**src/rtl/mips_ctrl_pkg.sv**
```systemverilog
// Shared encodings for the multicycle MIPS control FSM: opcodes, states and datapath select codes.
package mips_ctrl_pkg;

    localparam logic [5:0] OP_R   = 6'd0;
    localparam logic [5:0] OP_LW  = 6'd35;
    localparam logic [5:0] OP_SW  = 6'd43;
    localparam logic [5:0] OP_BEQ = 6'd4;
    localparam logic [5:0] OP_J   = 6'd2;

    typedef enum logic [3:0] {
        StIdle   = 4'd0,
        StFetch  = 4'd1,
        StDecode = 4'd2,
        StMemAdr = 4'd3,
        StMemRd  = 4'd4,
        StMemWb  = 4'd5,
        StMemWr  = 4'd6,
        StExec   = 4'd7,
        StRwb    = 4'd8,
        StBeq    = 4'd9,
        StJump   = 4'd10
    } state_e;

    localparam logic [1:0] ALUOP_ADD   = 2'b00;
    localparam logic [1:0] ALUOP_SUB   = 2'b01;
    localparam logic [1:0] ALUOP_FUNCT = 2'b10;

    localparam logic [1:0] SRCB_REG      = 2'b00;
    localparam logic [1:0] SRCB_FOUR     = 2'b01;
    localparam logic [1:0] SRCB_IMM      = 2'b10;
    localparam logic [1:0] SRCB_IMM_SHL2 = 2'b11;

    localparam logic [1:0] PCSRC_ALU    = 2'b00;
    localparam logic [1:0] PCSRC_ALUOUT = 2'b01;
    localparam logic [1:0] PCSRC_JUMP   = 2'b10;

    // States that stall on mem_ready and are guarded by the wait timer.
    function automatic logic is_wait_state(state_e s);
        return (s == StFetch) || (s == StMemRd) || (s == StMemWr);
    endfunction

endpackage

```
**src/rtl/mc_wait_timer.sv**
```systemverilog
// Memory wait counter: counts stalled cycles and flags expiry on the WAIT_MAX-th stalled cycle.
module mc_wait_timer #(
    parameter int unsigned WAIT_MAX = 15
) (
    input  logic clk,
    input  logic rst_n,
    input  logic clear,
    input  logic tick,
    output logic expired
);

    localparam logic [7:0] LAST_CNT = 8'(WAIT_MAX - 1);

    logic [7:0] cnt_q, cnt_d;

    always_comb begin
        cnt_d = cnt_q;
        if (clear) begin
            cnt_d = '0;
        end else if (tick) begin
            cnt_d = cnt_q + 8'd1;
        end
    end

    always_ff @(posedge clk or negedge rst_n) begin
        if (!rst_n) begin
            cnt_q <= '0;
        end else begin
            cnt_q <= cnt_d;
        end
    end

    assign expired = tick && (cnt_q == LAST_CNT);

endmodule

```
**src/rtl/multicycle_control.sv**
```systemverilog
// Multicycle MIPS control FSM with memory wait timeout.
// Define MULTICYCLE_JUMP_EN to decode opcode 2 as a jump.
module multicycle_control
    import mips_ctrl_pkg::*;
#(
    parameter int unsigned WAIT_MAX = 15
) (
    input  logic       clk,
    input  logic       rst_n,
    input  logic [5:0] Opcode,
    input  logic       mem_ready,
    output logic       PCWrite,
    output logic       PCWriteCond,
    output logic       IorD,
    output logic       MemRead,
    output logic       MemWrite,
    output logic       IRWrite,
    output logic       MemtoReg,
    output logic       RegDst,
    output logic       RegWrite,
    output logic       ALUSrcA,
    output logic [1:0] ALUSrcB,
    output logic [1:0] ALUOp,
    output logic [1:0] PCSource,
    output logic       insn_done,
    output logic       illegal_op,
    output logic       mem_timeout,
    output logic [3:0] state
);

    state_e state_q, state_d;
    logic   wait_tick;
    logic   wait_clear;
    logic   wait_expired;

    assign wait_tick  = is_wait_state(state_q) && !mem_ready;
    // Any state change restarts the count, so every wait state is entered with zero.
    assign wait_clear = (state_d != state_q);

    mc_wait_timer #(
        .WAIT_MAX (WAIT_MAX)
    ) u_wait_timer (
        .clk     (clk),
        .rst_n   (rst_n),
        .clear   (wait_clear),
        .tick    (wait_tick),
        .expired (wait_expired)
    );

    always_comb begin
        state_d    = state_q;
        illegal_op = 1'b0;
        unique case (state_q)
            StIdle:  state_d = StFetch;
            StFetch: begin
                if (mem_ready) begin
                    state_d = StDecode;
                end else if (wait_expired) begin
                    state_d = StIdle;
                end
            end
            StDecode: begin
                case (Opcode)
                    OP_R:         state_d = StExec;
                    OP_LW, OP_SW: state_d = StMemAdr;
                    OP_BEQ:       state_d = StBeq;
`ifdef MULTICYCLE_JUMP_EN
                    OP_J:         state_d = StJump;
`endif
                    default: begin
                        state_d    = StFetch;
                        illegal_op = 1'b1;
                    end
                endcase
            end
            StMemAdr: begin
                if (Opcode == OP_LW) begin
                    state_d = StMemRd;
                end else if (Opcode == OP_SW) begin
                    state_d = StMemWr;
                end else begin
                    state_d = StFetch;
                end
            end
            StMemRd: begin
                if (mem_ready) begin
                    state_d = StMemWb;
                end else if (wait_expired) begin
                    state_d = StIdle;
                end
            end
            StMemWr: begin
                if (mem_ready) begin
                    state_d = StFetch;
                end else if (wait_expired) begin
                    state_d = StIdle;
                end
            end
            StMemWb: state_d = StFetch;
            StExec:  state_d = StRwb;
            StRwb:   state_d = StFetch;
            StBeq:   state_d = StFetch;
`ifdef MULTICYCLE_JUMP_EN
            StJump:  state_d = StFetch;
`endif
            default: state_d = StIdle;
        endcase
    end

    always_ff @(posedge clk or negedge rst_n) begin
        if (!rst_n) begin
            state_q <= StIdle;
        end else begin
            state_q <= state_d;
        end
    end

    // Moore decode; only the FETCH strobes and the MEMWR completion follow mem_ready.
    always_comb begin
        PCWrite     = 1'b0;
        PCWriteCond = 1'b0;
        IorD        = 1'b0;
        MemRead     = 1'b0;
        MemWrite    = 1'b0;
        IRWrite     = 1'b0;
        MemtoReg    = 1'b0;
        RegDst      = 1'b0;
        RegWrite    = 1'b0;
        ALUSrcA     = 1'b0;
        ALUSrcB     = SRCB_REG;
        ALUOp       = ALUOP_ADD;
        PCSource    = PCSRC_ALU;
        insn_done   = 1'b0;
        unique case (state_q)
            StFetch: begin
                MemRead = 1'b1;
                ALUSrcB = SRCB_FOUR;
                IRWrite = mem_ready;
                PCWrite = mem_ready;
            end
            StDecode: ALUSrcB = SRCB_IMM_SHL2;
            StMemAdr: begin
                ALUSrcA = 1'b1;
                ALUSrcB = SRCB_IMM;
            end
            StMemRd: begin
                IorD    = 1'b1;
                MemRead = 1'b1;
            end
            StMemWb: begin
                MemtoReg  = 1'b1;
                RegWrite  = 1'b1;
                insn_done = 1'b1;
            end
            StMemWr: begin
                IorD      = 1'b1;
                MemWrite  = 1'b1;
                insn_done = mem_ready;
            end
            StExec: begin
                ALUSrcA = 1'b1;
                ALUOp   = ALUOP_FUNCT;
            end
            StRwb: begin
                RegDst    = 1'b1;
                RegWrite  = 1'b1;
                insn_done = 1'b1;
            end
            StBeq: begin
                ALUSrcA     = 1'b1;
                ALUOp       = ALUOP_SUB;
                PCWriteCond = 1'b1;
                PCSource    = PCSRC_ALUOUT;
                insn_done   = 1'b1;
            end
`ifdef MULTICYCLE_JUMP_EN
            StJump: begin
                PCWrite   = 1'b1;
                PCSource  = PCSRC_JUMP;
                insn_done = 1'b1;
            end
`endif
            default: ;
        endcase
    end

    assign mem_timeout = wait_expired;
    assign state       = state_q;

endmodule

```
**config.mk**
```make
export PLATFORM = sky130hd
export DESIGN_NAME = multicycle_control
export DESIGN_NICKNAME = d
export VERILOG_FILES = /design/src/rtl/mips_ctrl_pkg.sv /design/src/rtl/mc_wait_timer.sv /design/src/rtl/multicycle_control.sv
export SDC_FILE = /design/constraint.sdc
export NUM_CORES = 1
export LEC_CHECK = 0
export ABC_CLOCK_PERIOD_IN_PS = 2400
export CORE_ASPECT_RATIO = 1.75
export CORE_UTILIZATION = 40
export CTS_CLUSTER_SIZE = 14
export DETAILED_ROUTE_END_ITERATION = 10
export PLACE_DENSITY = 0.7
export SLEW_MARGIN = 20
export SYNTH_ARGS = -nofsm -noshare
export SYNTH_HDL_FRONTEND = slang
export SYNTH_SLANG_ARGS = --single-unit
```
**constraint.sdc**
```tcl
create_clock -name clk -period 2.4 [get_ports clk]
set_input_delay 0.24 -clock clk [delete_from_list [all_inputs] [get_ports clk]]
set_output_delay 0.24 -clock clk [all_outputs]
set_load 0.01 [all_outputs]
```
==> impl_metrics.yaml <==
critical_path:
  startpoint: "state[3]$_DFF_PN0_"
  r2r_cells: 5
  path_class: "reg2out"
  required_ps: 2160
  crit_path_start_kind: "register"
  end_kind: "output port"
  critPathMaxFanout: 12
  worstReg2RegStart: "state[3]$_DFF_PN0_"
  worst-endpoint-arrival_ps: 2050
timing:
  setup_viol: 0
  finClkSkew_ps: 0.7543
  min_period_ps: 2288
  worstMarginPinSlew_ps: 549.8
  fin_tns_setup_ps: 0
  fin_hold_ws_ps: 355.2
  slew_headroom_pct: 63.10
  fmax_ghz: 0.4371
  finalHoldViolCount: 0
  report.final.slew_viol_count: 0
  rsz0062_at_grt: "false"
  fin_crit_sh_pct: 95.32
  finalWorstSetupSlack_ps: 112.3
grt:
  grt_pass1_vias: 971
  grt_antenna_before_repair: 0
  grt_max_degree: 14
  gr-total-overflow: 0
  grt_usage_pct: 20.49
  grt_pass1_wl_um: 4195
detailed_routing:
  num_vias: 983
  firstDrtPassIters: 4
  routedWlPerCell_um: 14.98
  viasPerCell: 5.782
  drt_iter0_drc: 7
  route.detailed.drc: 0
  wl_um: 2546
  postRouteAntennaNets: 0
clocking:
  cts_inserted_buffers: 3
  cts_root_buffer: "clkbuf_8"
  ctsHoldBuffers: 0
  cts_max_level: 1
  clk_latency_ps: 240
  clk_path_buf_depth: 2
  cts_tree: "built"
  cts_sinks: 12
  clk_pin_slew_worst_paths_ps: 50
yosys:
  synth_top_area_share_pct: 28.54
  synthFlopType: "dfrtp_1"
  synth_edf_count: 0
  postSynthCellCount: 119
  synth_top_area_cell: "dfrtp_1"
  synth_nets: 130
  ys_ff_latch: 12
  seq_area_frac_synth_pct: 28.54
  async_flop_share_pct: 100.0
  synth_area_mm2: 0.001052
  synthTopCellsByArea: "dfrtp_1 (29%), a211oi_1 (5.7%), buf_4 (4.3%)"
  synth_cell_types: 50
  ys_warn_count: 0
  avgSynthCellArea_um2: 8.843
finish:
  finalNonFillerCells: 170
  n_antenna_cell: 0
  fin_nets: 157
  drive_gt1_share_pct: 16.67
  area_growth_pct: 30.68
  design_area_mm2: 0.001375
placed_design:
  postPlaceCellArea_mm2: 0.001330
  gp_congestion: 0.7821
  dp_hpwl_um: 2020
  io_buffers: 30
  place_ws_ps: 201.3
  dp.cells: 167
floorplan:
  ioPinCount: 32
  fp.dieArea_mm2: 0.002848
  num_rows: 24
  die_w_um: 40.77
  start_util_pct: 42.22
  fp.dieH_um: 69.85
  fp.coreArea_mm2: 0.002492
min_path:
  hold_class: "in2async"
power_and_ir_drop:
  cellPowerDensity_mw_per_mm2: 765.7
  leakagePower_uw: 0.0005730
  peakVddDrop_uv: 510.4
run:
  maxCapViolations: 0
run_status:
  status: "finished clean"
==> state kept, by name, summed over array words and instances (netlist names) <==
register and count:
state 4, u_wait_timer.cnt_q 8
==> critical path, stage by stage (launching register included) <==
cell and delay, ps:
dfrtp_1 500, or4b_1 640, o21ai_0 110, clkdlybuf4s50_1 550
==> report_power, final <==
group | internal, uW | total [uW] | switching [uW] | leakage, uW
clock | 110 | 177 | 67.5 | 0.0000216
sequential | 230 | 284 | 53.6 | 0.000159
combinational | 281 | 592 | 311 | 0.000392
total | 621 | 1050 | 432 | 0.000573
==> Yosys cell counts (2+ instances only) <==
master and instances:
mux2_2 2, inv_1 3, xnor2_1 3, nor2b_1 3
or2_2 2, xor2_1 4, dfrtp_1 12, a21oi_1 3
and3_2 2, nand2_1 5, ha_1 2, buf_2 2
nor3_1 3, and2b_1 2, o21ai_0 6, nor2_1 10
a211oi_1 8, and2_1 2, o2111ai_1 2, nand2b_1 5
and3_1 3, buf_4 6, a41o_1 2
==> cells by family after synthesis <==
| family | synth area share [%] |
|---|---|
| compound gates | 22.47 |
| buf+inv | 8.085 |
| mux | 2.140 |
| flops | 28.54 |
| fa+ha+maj | 2.378 |
| xor+xnor | 5.827 |
| simple gates | 30.20 |
| other cells | 0.3564 |
==> metal layers <==
| layer | wire, um | share of wire [%] | GRT usage (%) | vias to the layer above |
|---|---|---|---|---|
| met3 | 119 | 4.7 | 1.905 | 6 |
| li1 | - | - | - | 481 |
| met4 | 58 | 2.3 | 10.00 | 0 |
| met1 | 963 | 38 | 21.37 | 465 |
| met2 | 1405 | 55 | 36.51 | 31 |
| met5 | 0 | 0 | 0 | - |
==> cell type report <==
| type | count | area, um2 |
|---|---|---|
| Timing Repair Buffer | 32 | 315.3 |
| Clock buffer | 3 | 41.29 |
| Tap cell | 26 | 32.53 |
| Inverter | 4 | 15.01 |
| Multi-Input combinational cell | 93 | 666.9 |
| Sequential cell | 12 | 304.0 |
| Fill cell | 233 | 1117 |
==> worst paths after layout <==
path	to	slack, ps
max in group asynchronous	state[2]$_DFF_PN0_	1650
setup / recovery	MemRead	110
hold / removal	u_wait_timer.cnt_q[3]$_DFFE_PN0P_	360
min in group clk	u_wait_timer.cnt_q[2]$_DFFE_PN0P_	590
setup reg to reg	u_wait_timer.cnt_q[0]$_DFFE_PN0P_	390
hold reg to reg	u_wait_timer.cnt_q[2]$_DFFE_PN0P_	590
==> cell usage in the layout (no fill, tap or decap), drive strengths merged, types with 2 or more instances in the layout <==
cell,count
and3,5
o2111ai,2
and2,2
a211oi,8
nor2,10
xor2,4
nor2b,3
inv,4
nand2,5
clkbuf,3
nand2b,5
xnor2,3
nor3b,2
o211ai,2
ha,2
buf,2
and2b,2
clkdlybuf4s50,30
a21oi,3
or2,2
nor3,4
mux2,2
dfrtp,12
a41o,2
o21ai,8
==> metrics by stage <==
stage	total power (uW)	utilization, %
after floorplan	658.0	-
after global placement	864.3	53.36
after detailed placement	874.7	53.36
after CTS	1059	55.02
after global routing	1139	55.17
final	1053	55.17
==> repair_timing <==
item	4_1_cts	5_1_grt
resized for setup	0	3
buffers inserted	0	0
setup endpoints to repair	0	3
(Power assumes the default switching activity.)
